==> src/rtl/othello_board_datapath.sv <==
// -----------------------------------------------------------------------------
// othello_board_datapath
//
// Holds the 8x8 Othello board and the cursor, and renders the cursor cell as
// a pixel stream for the VGA adapter on command from the game-control FSM.
//
// Parameters
//   CELL_PX : cell edge in pixels (power of two, 4..16)
//   ORG_X   : board left pixel column
//   ORG_Y   : board top pixel row
//
// Ports
//   clk, reset_n                        clock, asynchronous active-low reset
//   draw_cell / plot_empty / place_disk command strobes (level-sampled)
//   turn_side                           0 = black to move, 1 = white to move
//   ld_key + move_*                     one cursor step, saturating at 0 / 7
//   x, y, colour, plot                  pixel stream to the VGA adapter
//   busy                                render in progress
//   done                                one-cycle end-of-command pulse
//   place_err                           one-cycle pulse: place on occupied cell
//   win                                 board full (held until reset)
//   cur_x, cur_y                        cursor cell coordinates
// -----------------------------------------------------------------------------
module othello_board_datapath #(
  parameter int CELL_PX = 8,
  parameter int ORG_X   = 48,
  parameter int ORG_Y   = 28
) (
  input  logic       clk,
  input  logic       reset_n,
  input  logic       draw_cell,
  input  logic       plot_empty,
  input  logic       place_disk,
  input  logic       turn_side,
  input  logic       ld_key,
  input  logic       move_up,
  input  logic       move_down,
  input  logic       move_left,
  input  logic       move_right,
  output logic [7:0] x,
  output logic [6:0] y,
  output logic [2:0] colour,
  output logic       plot,
  output logic       busy,
  output logic       done,
  output logic       place_err,
  output logic       win,
  output logic [2:0] cur_x,
  output logic [2:0] cur_y
);

  localparam int PXW  = $clog2(CELL_PX);
  localparam int IDXW = 2 * PXW;
  localparam logic [IDXW-1:0] LAST_IDX = IDXW'(CELL_PX * CELL_PX - 1);
  localparam logic [PXW-1:0]  EDGE_PX  = PXW'(CELL_PX - 1);

  localparam logic [1:0] S_IDLE   = 2'd0;
  localparam logic [1:0] S_RENDER = 2'd1;
  localparam logic [1:0] S_DONE   = 2'd2;

  // Cell encoding: 0 = empty, 1 = black, 2 = white.
  logic [1:0]      board_reg [64];
  logic [6:0]      count_reg;
  logic [1:0]      state_reg;
  logic [2:0]      cur_x_reg, cur_y_reg;
  logic [IDXW-1:0] pix_idx_reg;
  logic            highlight_reg;
  logic [1:0]      cell_reg;
  logic [7:0]      x_reg;
  logic [6:0]      y_reg;
  logic [2:0]      colour_reg;
  logic            plot_reg, busy_reg, done_reg, place_err_reg, win_reg;

  logic [2:0]      cur_x_next, cur_y_next;
  logic [6:0]      count_next;
  logic            accept;
  logic [5:0]      cell_addr;
  logic [1:0]      cell_val, cell_val_new;
  logic            place_ok, place_bad, start_render, start_hl;
  logic [IDXW-1:0] render_idx;
  logic [PXW-1:0]  px_sel, py_sel;
  logic            hl_sel;
  logic [1:0]      occ_sel;

  // Opening position: white on (3,3),(4,4), black on (3,4),(4,3); index = y*8+x.
  function automatic logic [1:0] init_cell(input int idx);
    logic [1:0] v;
    v = 2'd0;
    if (idx == 27 || idx == 36) v = 2'd2;
    if (idx == 28 || idx == 35) v = 2'd1;
    return v;
  endfunction

  function automatic logic [7:0] pix_x(input logic [2:0] cx, input logic [PXW-1:0] px);
    return 8'(ORG_X) + 8'(cx) * 8'(CELL_PX) + 8'(px);
  endfunction

  function automatic logic [6:0] pix_y(input logic [2:0] cy, input logic [PXW-1:0] py);
    logic [7:0] full;
    full = 8'(ORG_Y) + 8'(cy) * 8'(CELL_PX) + 8'(py);
    return full[6:0];
  endfunction

  function automatic logic [2:0] pix_colour(input logic [PXW-1:0] px, input logic [PXW-1:0] py,
                                            input logic hl, input logic [1:0] occ);
    logic [2:0] c;
    if (px == '0 || px == EDGE_PX || py == '0 || py == EDGE_PX) begin
      c = hl ? 3'b100 : 3'b001;
    end else begin
      case (occ)
        2'd1:    c = 3'b000;
        2'd2:    c = 3'b111;
        default: c = 3'b010;
      endcase
    end
    return c;
  endfunction

  // Commands and cursor steps are only taken outside RENDER.
  assign accept = (state_reg != S_RENDER);

  always_comb begin
    cur_x_next = cur_x_reg;
    cur_y_next = cur_y_reg;
    if (accept && ld_key) begin
      if (move_up)
        cur_y_next = (cur_y_reg == 3'd0) ? 3'd0 : cur_y_reg - 3'd1;
      else if (move_down)
        cur_y_next = (cur_y_reg == 3'd7) ? 3'd7 : cur_y_reg + 3'd1;
      else if (move_left)
        cur_x_next = (cur_x_reg == 3'd0) ? 3'd0 : cur_x_reg - 3'd1;
      else if (move_right)
        cur_x_next = (cur_x_reg == 3'd7) ? 3'd7 : cur_x_reg + 3'd1;
    end
  end

  // A command issued together with ld_key acts on the post-step cursor.
  assign cell_addr    = {cur_y_next, cur_x_next};
  assign cell_val     = board_reg[cell_addr];
  assign place_ok     = accept && place_disk && (cell_val == 2'd0);
  assign place_bad    = accept && place_disk && (cell_val != 2'd0);
  assign start_render = accept && (place_ok || (!place_disk && (plot_empty || draw_cell)));
  assign start_hl     = !place_disk && !plot_empty && draw_cell;
  assign cell_val_new = place_ok ? (2'd1 + {1'b0, turn_side}) : cell_val;
  assign count_next   = place_ok ? count_reg + 7'd1 : count_reg;

  // Pixel to present next: pixel 0 on accept, otherwise the following pixel.
  // The placed disk is already visible in the first render of that cell.
  assign render_idx = (state_reg == S_RENDER) ? pix_idx_reg + IDXW'(1) : '0;
  assign px_sel     = render_idx[PXW-1:0];
  assign py_sel     = render_idx[IDXW-1:PXW];
  assign hl_sel     = (state_reg == S_RENDER) ? highlight_reg : start_hl;
  assign occ_sel    = (state_reg == S_RENDER) ? cell_reg : cell_val_new;

  always_ff @(posedge clk or negedge reset_n) begin
    if (!reset_n) begin
      for (int i = 0; i < 64; i++) board_reg[i] <= init_cell(i);
    end else if (place_ok) begin
      board_reg[cell_addr] <= cell_val_new;
    end
  end

  always_ff @(posedge clk or negedge reset_n) begin
    if (!reset_n) begin
      state_reg     <= S_IDLE;
      count_reg     <= 7'd4;
      cur_x_reg     <= 3'd0;
      cur_y_reg     <= 3'd0;
      pix_idx_reg   <= '0;
      highlight_reg <= 1'b0;
      cell_reg      <= 2'd0;
      x_reg         <= 8'd0;
      y_reg         <= 7'd0;
      colour_reg    <= 3'd0;
      plot_reg      <= 1'b0;
      busy_reg      <= 1'b0;
      done_reg      <= 1'b0;
      place_err_reg <= 1'b0;
      win_reg       <= 1'b0;
    end else begin
      cur_x_reg     <= cur_x_next;
      cur_y_reg     <= cur_y_next;
      count_reg     <= count_next;
      // Looks at the next count so win rises the cycle after the 64th placement.
      win_reg       <= win_reg | (count_next == 7'd64);
      done_reg      <= 1'b0;
      place_err_reg <= 1'b0;
      case (state_reg)
        S_RENDER: begin
          if (pix_idx_reg == LAST_IDX) begin
            state_reg <= S_DONE;
            plot_reg  <= 1'b0;
            busy_reg  <= 1'b0;
            done_reg  <= 1'b1;
          end else begin
            pix_idx_reg <= render_idx;
            x_reg       <= pix_x(cur_x_next, px_sel);
            y_reg       <= pix_y(cur_y_next, py_sel);
            colour_reg  <= pix_colour(px_sel, py_sel, hl_sel, occ_sel);
          end
        end
        default: begin
          if (start_render) begin
            state_reg     <= S_RENDER;
            pix_idx_reg   <= '0;
            highlight_reg <= start_hl;
            cell_reg      <= cell_val_new;
            plot_reg      <= 1'b1;
            busy_reg      <= 1'b1;
            x_reg         <= pix_x(cur_x_next, px_sel);
            y_reg         <= pix_y(cur_y_next, py_sel);
            colour_reg    <= pix_colour(px_sel, py_sel, hl_sel, occ_sel);
          end else if (place_bad) begin
            state_reg     <= S_DONE;
            done_reg      <= 1'b1;
            place_err_reg <= 1'b1;
          end else begin
            state_reg <= S_IDLE;
          end
        end
      endcase
    end
  end

  assign x         = x_reg;
  assign y         = y_reg;
  assign colour    = colour_reg;
  assign plot      = plot_reg;
  assign busy      = busy_reg;
  assign done      = done_reg;
  assign place_err = place_err_reg;
  assign win       = win_reg;
  assign cur_x     = cur_x_reg;
  assign cur_y     = cur_y_reg;

endmodule

==> config.mk <==
export PLATFORM = sky130hd
export DESIGN_NAME = othello_board_datapath
export DESIGN_NICKNAME = d
export VERILOG_FILES = /design/src/rtl/othello_board_datapath.sv
export SDC_FILE = /design/constraint.sdc
export NUM_CORES = 1
export LEC_CHECK = 0
export ABC_AREA = 1
export CELL_PAD_IN_SITES_DETAIL_PLACEMENT = 0
export CELL_PAD_IN_SITES_GLOBAL_PLACEMENT = 1
export CORE_UTILIZATION = 45
export DETAILED_ROUTE_END_ITERATION = 10
export GPL_ROUTABILITY_DRIVEN = 0
export PLACE_DENSITY_LB_ADDON = 0.1
export RECOVER_POWER = 25
export SETUP_SLACK_MARGIN = 0.1
export SLEW_MARGIN = 20
export SYNTH_ARGS = -nofsm -noshare
export SYNTH_HDL_FRONTEND = slang
export SYNTH_SLANG_ARGS = --single-unit
==> constraint.sdc <==
create_clock -name clk -period 6 [get_ports clk]
set_clock_uncertainty 0.15 [all_clocks]
set_input_delay 1.2 -clock clk [delete_from_list [all_inputs] [get_ports clk]]
set_output_delay 1.2 -clock clk [all_outputs]
set_load 0.005 [all_outputs]
# Word level (Yosys, flattened, before mapping)
# Cells that the tools add are included.
# Widths: inputs -> output; s select.
# word_totals
register_bits,174
input_bits,11
output_inout_bits,29
wordCells,182
# classes
addsub,11
n_lt_le_gt_ge,2
n_eq_ne,12
muxes,50
n_bitwise,3
reduce_logical,26
# op_table
operator,count
$bwmux 128,1
$mux 3,17
$mux 7,4
$mux 6,4
$mux 8,3
$mux 2,9
$bmux 2 s6,1
$demux 2 s6,1
$eq 3x3->1 const B,4
$logic_not 3->1,4
$logic_and 1x1->1,9
$mux 1,9
$add 7x3->8,1
$add 5x6->7 const A,1
$add 6x6->7 const A,1
$add 7x1->7 const B,1
$add 7x3->7,1
$eq 7x7->1 const B,1
$ge 7x7->1 const B,1
$lt 7x1->1 const B,1
$not 6->7,1
$add 3x1->3 const B,2
$add 6x1->6 const B,1
$eq 6x6->1 const B,1
other kinds (14),25

# Longest topological paths before layout
# Gate-level depths: netlist of the first run.
# logic_depth
depth_word,20
ltp_mapped,26
mapped_depth_nobuf,25

# Worst setup path after synthesis of the first run
# No wires, ideal clock.
# synth_timing
path_kind,in2reg
from,in move_down
to,reg board_reg[14] (netlist bit)
setup_time_ns,0.119
arrival_ns,3.311
setup_slack_ns,2.420
stages,18
n_path_buf,1
cell_sequence,nor2_4 > nand3_2 > nor2_2 > o21ai_2 > a21oi_4 > buf_4 > nand3_1 > nand3_1 > nand2_1 > nor2_1 > nand3_1 > nor2_4 > nand2_4 > nor3_4 > inv_2 > nor2_1 > nand2_1 > o21a_1
# synth_via
elab_chain_len,11
elab_cells_between_ends,19
classes_between,order compare (2); mux (13); bitwise (1); reduce/logical (3)
# synth_rtl
item,line_no,text
start: declaration,37,"input logic move_down,"
$mux 3 (*),128,else if (move_down)
$mux 3 (*),126,if (move_up)
$mux 3 (*),125,if (accept && ld_key) begin
via cur_x_next[2],74,"logic [2:0] cur_x_next, cur_y_next;"
$not 6->7 (not written as such) (*),"139, 159",
$bmux 2 s6,139,assign cell_val = board_reg[cell_addr];
$mux 2 (not written as such) (2 in series),139,
$logic_not 2->1,140,assign place_ok = accept && place_disk && (cell_val == 2'd0);
$logic_and 1x1->1,140,
$mux 2,144,"assign cell_val_new = place_ok ? (2'd1 + {1'b0, turn_side}) : cell_val;"
$bwmux 128,159,board_reg[cell_addr] <= cell_val_new;
end signal: indexed assignment,159,
end: declaration,62,logic [1:0] board_reg [64];
# Mark *: on every way through the listed nets, which the timed path passes. The rest lies on a longest branch. The select of a mux whose other input is x is not followed.
# A chain may end at the register's enable or synchronous reset.

# Worst setup path after layout of the first run
# layout_timing
from,in move_down
to,reg board_reg[127] (netlist bit)
# layout_via
elab_chain_len,11
elab_cells_between_ends,19
classes_between,order compare (2); mux (13); bitwise (1); reduce/logical (3)
# layout_rtl
item,line_no
$mux 3,128
$mux 3,126
$mux 3,125
$not 6->7 (not written as such) (*),"139, 159"
$bmux 2 s6,139
$mux 2 (not written as such) (2 in series),139
$logic_not 2->1,140
$logic_and 1x1->1,140
$mux 2,144
$bwmux 128,159
# Mark *: on every way between the ends. The rest lies on a longest branch, timed or not. The select of a mux whose other input is x is not followed.

==> out/metrics.cfg, run 1 <==
[setup_path]
cp_num_buf_inv = 2
critPathLaunch = move_down
crit_family = simple AND/OR/NAND/NOR gates
cp.arrival_ps = 4960
r2r-start = cur_x[0]
critPathKind = input pin to flop
required_ps = 6150
end_kind = flop
cp_max_fo = 59
critical_path.cell_chain = clkdlybuf4s50_1, nor2_4, nand4_1, nand2_2, buf_4, nand3_1, nand3_1, nand3_1, nand3_1, nand2_1, nor2_1, nand3_1, nor2_4, nand2_4, nor3_4, nand3_1, nand2_1, o21ai_0
slowest_delay_ps = 530
cp-start-kind = input pin
cp_common_cell = nand3_1
slowest_stage = buf_4

[floorplan]
rows = 51
die_area_mm2 = 0.0205
start_util = 0.460
die_h_um = 143
coreArea_mm2 = 0.0195
io_pins = 40
die_w_um = 143

[power]
p_leak_nw = 4.70
power.density_mw_per_mm2 = 585
ir_drop_uv = 396

[synth]
syn_inst = 1158
synthDominantCellAreaShare = 0.454
yosys_most_used_dff = dfrtp_1
synth-edff-count = 0
yosys-top-cells-area = dfrtp_1 (45%), nand2_1 (13%), nand3_1 (8.0%), o21ai_0 (6.1%), inv_1 (5.8%)
ys_seq_elements = 168
syn_nets = 1184
yosysSeqAreaShare = 0.469
yosysWarningCount = 0
async_flop_share = 1.00
synth_area_mm2 = 0.00898
synth_top_cell_by_area = dfrtp_1
syn_area_per_cell_um2 = 7.76
synth.distinct_cells = 41

[sta]
hold_viol_final = 0
slew_headroom = -1.29
setup_viol = 0
max_freq_mhz = 208
post-route-period-util = 0.801
tns_ps = 0
maxSlewViolCount = 63
rsz0062_at_grt = no
period_needed_ps = 4800
tightestPinTransition_ps = 3430

[final_layout]
design_area_mm2 = 0.0102
layoutNonFillerInstCount = 1464
fillers = 1959
areaGrowthSynthToFinish_pct = 13.1
layout_commonest_cell = nand2_1
largest_register_ffs = 128
mostFrequentLayoutCells = nand2_1 (320), dfrtp_1 (163), nand3_1 (144)
n_antenna_cell = 0
layout-drive-gt1-share = 0.0801
final_net_count = 1212

[clock_tree]
htree_levels = 4
clock_latency_ps = 440
cts_made_buffers = 17
ctsResizeCount = 0
cts_setup_buffers = 0
cts_buffer_depth = 2
clk_pin_slew_worst_paths_ps = 70
root_buffer = clkbuf_16
hold_buffers = 0
cts_tree = built
cts.sinks = 168

[placement]
dp_hpwl_um = 15800
placed_cell_area_mm2 = 0.00960
io_buffers = 38
dpl.cell_count = 1432

[worst_hold_path]
worstHoldStart = win
holdCritPathClass = flop to flop

[global_route]
grt_overflow = 0
grt_max_degree = 63
grt_use_total = 0.253
grt_pass1_wl_um = 39500
grt_pass1_vias = 7273
antenna_found_initial = 0

[outcome]
violations = max-capacitance violations, max-slew violations
run_status = complete, but fails checks

[drt]
routedWlPerCell_um = 16.2
ant_nets = 0
first_iter_violations = 545
vias = 7574
first_pass_iters = 7
drt_wl_total_um = 23800
drc = 0
via_per_inst = 5.17

[job]
drv_cap = 1

-- worst paths after layout --
kind | endpoint | slack, ps | depth (start not counted)
hold reg to reg | win | 310 | 2
min in group asynchronous | pix_idx_reg[2] | 1770 | 1
max in group asynchronous | board_reg[124] | 1290 | 2
setup reg to reg | board_reg[127] | 1620 | 20
setup / recovery | board_reg[127] | 1200 | 18
hold / removal | win | 310 | 2
-- where the power goes --
part           switching, mW  internal, mW
logic                   2.23          1.01
clock network          0.494         0.593
registers              0.173          1.44
total                   2.90          3.05
-- tightest hold or removal path: cells and delay by family, from the launching register on --
kind | cells | cell delay [ps]
flip-flops | 1 | 340
AND/OR/NAND/NOR | 1 | 50
buffers and inverters | 1 | 40
-- cells by family (layout without fill, tap and decap cells) --
kind of cell	after synthesis	count (layout)	synth area share
DFF	168	168	0.469
adders and majority gates	15	15	0.0209
buffers and inverters	201	242	0.0950
other	1	1	0.000417
and+or+nand+nor	591	591	0.301
AOI/OAI and AO/OA	176	176	0.108
xor gates and xnor gates	6	6	0.00585
-- cell type report --
cell class | count | area (µm²) | area share
clock buffers | 18 | 439 | 0.0432
clock inverters | 14 | 139 | 0.0137
flip-flops and latches | 168 | 4210 | 0.414
well taps | 265 | 332 | 0.0326
inverters | 150 | 563 | 0.0554
multi-input cells | 789 | 3920 | 0.386
repair buffers | 60 | 562 | 0.0553
-- synth_stat cells (2+ instances only) --
master / number
clkbuf_1: 13
buf_6: 3
buf_4: 13
nand3b_1: 44
o21a_1: 19
nor2_4: 4
nand2_2: 5
ha_1: 15
nand2_1: 320
inv_2: 10
a21oi_1: 7
o21bai_1: 2
xnor2_1: 2
inv_1: 139
xor2_1: 4
o21ai_1: 29
dfstp_2: 5
nand2_4: 3
nor2_2: 4
nor2_1: 52
buf_2: 22
o21ai_2: 4
nor3_4: 2
dfrtp_1: 163
or2_2: 2
nor3_1: 5
nand3_1: 144
o21ai_0: 110
-- per-stage QoR --
stage          hold WS (ps)  power, mW  setup slack [ps]  utilization
6_report                314       5.95              1200        0.521
5_1_grt                 343       6.45               489        0.521
4_1_cts                 321       5.99              1180        0.521
3_5_place_dp            309       4.89               743        0.492
3_3_place_gp            297       4.89               835        0.492
2_1_floorplan           294       3.74              2420            -
-- per-layer routing --
layer  part of all wire  global-route usage
met1               0.49               0.365
met2               0.44               0.392
met4              0.018              0.0728
met3              0.048              0.0407
met5                  0                   0
(Power assumes the default switching activity.)
==> inputs of run 2 (changes only) <==
clock period = 4.79 ns   (was 6 ns; I/O delays follow)
==> out/metrics.cfg, run 2 (synthesis gave the netlist of run 1 again) <==
[sta]
setup_viol = 0
fin_hold_ws_ps = 319
tns_ps = 0
period_needed_ps = 4150
setup_slack_ps = 642
slew_headroom = -0.679
hold_viol_final = 0
rsz0062_at_grt = no
max_freq_mhz = 241
post-route-period-util = 0.866
maxSlewViolCount = 96
tightestPinTransition_ps = 2520

[drt]
vias = 7592
ant_nets = 0
drc = 0
routedWlPerCell_um = 16.2
first_pass_iters = 4
via_per_inst = 5.13
first_iter_violations = 536
drt_wl_total_um = 24000

[setup_path]
cp.arrival_ps = 4310
slowest_delay_ps = 560
r2r_setup_slack_ps = 810
cp_common_cell = nand2_1
cp_max_fo = 20
cp-start-kind = input pin
required_ps = 4950
slowest_stage = clkdlybuf4s50_1
end_kind = flop
critical_path.cell_chain = clkdlybuf4s50_1, inv_1, or2_0, nor2_1, a21oi_4, buf_12, inv_2, buf_4, nand3_1, nand3_1, nand2_1, nand2_1, nand3_1, nor2_4, nand2_4, buf_4, nor4_4, buf_4, nand2_1, nand2_1, o21ai_0
critPathKind = input pin to flop

[clock_tree]
hold_buffers = 0
cts.sinks = 168
cts_tree = built
clock_latency_ps = 430
root_buffer = clkbuf_16
cts_setup_buffers = 0
clk_pin_slew_worst_paths_ps = 70
cts_buffer_depth = 2
ctsResizeCount = 0
cts_made_buffers = 17
htree_levels = 4

[final_layout]
largest_register_ffs = 128
mostFrequentLayoutCells = nand2_1 (320), dfrtp_1 (163), nand3_1 (144)
layout-drive-gt1-share = 0.0923
areaGrowthSynthToFinish_pct = 15.8
n_antenna_cell = 0
design_area_mm2 = 0.0104
layoutNonFillerInstCount = 1479
layout_commonest_cell = nand2_1
final_net_count = 1227
utilization = 0.533

[global_route]
antenna_found_initial = 0
grt_overflow = 0
grt_pass1_wl_um = 39600
grt_max_degree = 97
grt_use_total = 0.255
grt_pass1_vias = 7464

[outcome]
run_status = complete, but fails checks
violations = max-capacitance violations, max-slew violations

[placement]
dp_hpwl_um = 16200
pre_cts_ws_ps = 205
io_buffers = 38
placed_cell_area_mm2 = 0.00981
dpl.cell_count = 1447

[floorplan]
rows = 51
die_area_mm2 = 0.0205
die_h_um = 143
coreArea_mm2 = 0.0195
start_util = 0.460
io_pins = 40
die_w_um = 143

[worst_hold_path]
holdCritPathClass = flop to flop

[power]
p_total_mw = 7.78
power.density_mw_per_mm2 = 748
p_leak_nw = 4.83
ir_drop_uv = 746

[job]
drv_cap = 1

## run 2: critical path, delay by kind of cell
kind	cells	cell delay [ps]
AND/OR/NAND/NOR	12	1560
AO/OA/AOI/OAI	2	130
buffers and inverters	7	1650
## run 2: layer usage
metal  GRT usage  up-vias  wire length (µm)
li1            -     3799                 -
met1       0.348     3591             11500
met2       0.416      171             11000
met3      0.0440       31               951
met4      0.0756        0               484
met5           0        -                 0
## run 2: worst paths after layout
kind                       depth (start not counted)             end      start
max in group asynchronous                          1   board_reg[46]    reset_n
hold reg to reg                                    2             win        win
setup reg to reg                                  23   board_reg[40]   cur_x[0]
min in group asynchronous                          1  pix_idx_reg[2]    reset_n
setup / recovery                                  21   board_reg[40]  move_left
hold / removal                                     2             win        win
## run 2: cell type report
type	instances	area, µm²
clock buffers	18	439
clock inverters	14	159
fillers	1978	9120
inverters	150	563
multi-input cells	789	3920
flip-flops and latches	168	4210
well taps	265	332
repair buffers	75	778
## run 2: where the power goes
| part | switching (mW) | total (mW) | leakage, nW | internal (mW) |
|---|---|---|---|---|
| combinational | 2.86 | 4.34 | 2.39 | 1.48 |
| clock | 0.619 | 1.41 | 0.288 | 0.795 |
| sequential | 0.217 | 2.03 | 2.15 | 1.81 |
| total | 3.69 | 7.78 | 4.83 | 4.08 |
==> inputs of run 3 (changes only) <==
DONT_BUFFER_PORTS = 1   (was default)
PLACE_DENSITY = 0.8   (was default)
PLACE_DENSITY_LB_ADDON = default   (was 0.1)
==> out/metrics.cfg, run 3 (synthesis gave the netlist of run 1 again) <==
[floorplan]
die_w_um = 143
rows = 51
coreArea_mm2 = 0.0195
start_util = 0.460
die_area_mm2 = 0.0205
die_h_um = 143
io_pins = 40

[power]
ir_drop_uv = 845
p_leak_nw = 4.56
power.density_mw_per_mm2 = 743
p_total_mw = 7.29

[clock_tree]
hold_buffers = 0
cts.sinks = 168
cts_tree = built
cts_buffer_depth = 2
clock_latency_ps = 440
htree_levels = 4
root_buffer = clkbuf_16
clk_pin_slew_worst_paths_ps = 80
cts_setup_buffers = 0
ctsResizeCount = 0
cts_made_buffers = 17

[drt]
drt_wl_total_um = 23200
first_pass_iters = 5
via_per_inst = 5.17
ant_nets = 0
drc = 0
routedWlPerCell_um = 16.3
vias = 7363
first_iter_violations = 650

[final_layout]
final_net_count = 1172
layout-drive-gt1-share = 0.0811
largest_register_ffs = 128
n_antenna_cell = 0
areaGrowthSynthToFinish_pct = 9.18
mostFrequentLayoutCells = nand2_1 (320), dfrtp_1 (163), nand3_1 (144)
fillers = 1943
layout_commonest_cell = nand2_1

[sta]
hold_viol_final = 0
post-route-period-util = 0.892
period_needed_ps = 4280
rsz0062_at_grt = no
tightestPinTransition_ps = 966
tns_ps = 0
slew_headroom = 0.353
setup_viol = 0
max_freq_mhz = 234
maxSlewViolCount = 0

[global_route]
grt_use_total = 0.242
antenna_found_initial = 0
grt_max_degree = 169
grt_pass1_wl_um = 37600
grt_overflow = 0
grt_pass1_vias = 7109

[setup_path]
required_ps = 4950
slowest_stage = dfrtp_1
cp_num_buf_inv = 2
r2r-start = cur_x[0]
r2r_setup_slack_ps = 510
critical_path.cell_chain = inv_1, ha_1, ha_1, o21ai_0, nand2_1, nand2_4, buf_4, nand3b_1, nand3_1, nand3_1, nand3_1, nand2_1, nor2_1, nand3_1, nor2_4, nand2_4, nor3_4, nand3_1, nand2_1, o21ai_0
r2r_end = board_reg[47]
critPathKind = flop to flop
rr_worst_depth = 20
end_kind = flop
slowest_delay_ps = 430
cp-start-kind = flop
cp_max_fo = 39
cp.arrival_ps = 4440
path_depth = 20
cp_common_cell = nand3_1
crit_family = simple AND/OR/NAND/NOR gates

[job]
drv_cap = 0

[outcome]
run_status = completed

[worst_hold_path]
holdCritPathClass = input pin to async pin

[placement]
io_buffers = 0
dp_hpwl_um = 15500

[run 3: changes by cell type in the layout (fill, tap and decap cells not counted), sizes merged]
cell           delta
clkdlybuf4s50    -37
buf              -17
bufinv            -2
clkbuf            -2
clkinv            +2
inv               +1
[run 3: worst max-delay path by stage]
stage / slack, ps / to / start
CTS: 550 / board_reg[60] / cur_x[0]
floorplan: 1450 / board_reg[14] / move_down
global route: 170 / board_reg[2] / cur_x[0]
detailed placement: 440 / x[5] / move_down
finish: 510 / board_reg[47] / cur_x[0]
global placement: 410 / x[3] / move_down
[run 3: per-layer routing]
| layer | vias to the layer above | global-route usage | routed length, µm |
|---|---|---|---|
| met5 | - | 0 | 0 |
| met4 | 0 | 0.0789 | 333 |
| met3 | 29 | 0.0360 | 1060 |
| met2 | 173 | 0.381 | 10400 |
| met1 | 3469 | 0.343 | 11400 |
| li1 | 3692 | - | - |
[run 3: per-stage QoR]
stage	utilization	hold slack [ps]	instances	instance area [µm²]	setup slack, ps
floorplan	-	294	1158	8980	1450
global placement	0.473	307	1392	9230	413
detailed placement	0.473	316	1392	9230	444
CTS	0.502	45.4	1424	9810	553
global route	0.502	40.5	1424	9810	172
finish	0.502	59.4	1424	9810	515
[run 3: final cells by class]
class,count,area [µm²],area share
repair buffers,20,200,0.0204
clock buffers,17,425,0.0434
clock inverters,15,158,0.0161
inverters,150,563,0.0574
well taps,265,332,0.0338
flip-flops and latches,168,4210,0.429
multi-input cells,789,3920,0.400
[run 3: power by group]
part | total (mW) | internal (mW) | switching [mW]
sequential | 2.06 | 1.81 | 0.246
combinational | 3.86 | 1.15 | 2.71
clock | 1.37 | 0.698 | 0.670
total | 7.29 | 3.66 | 3.62
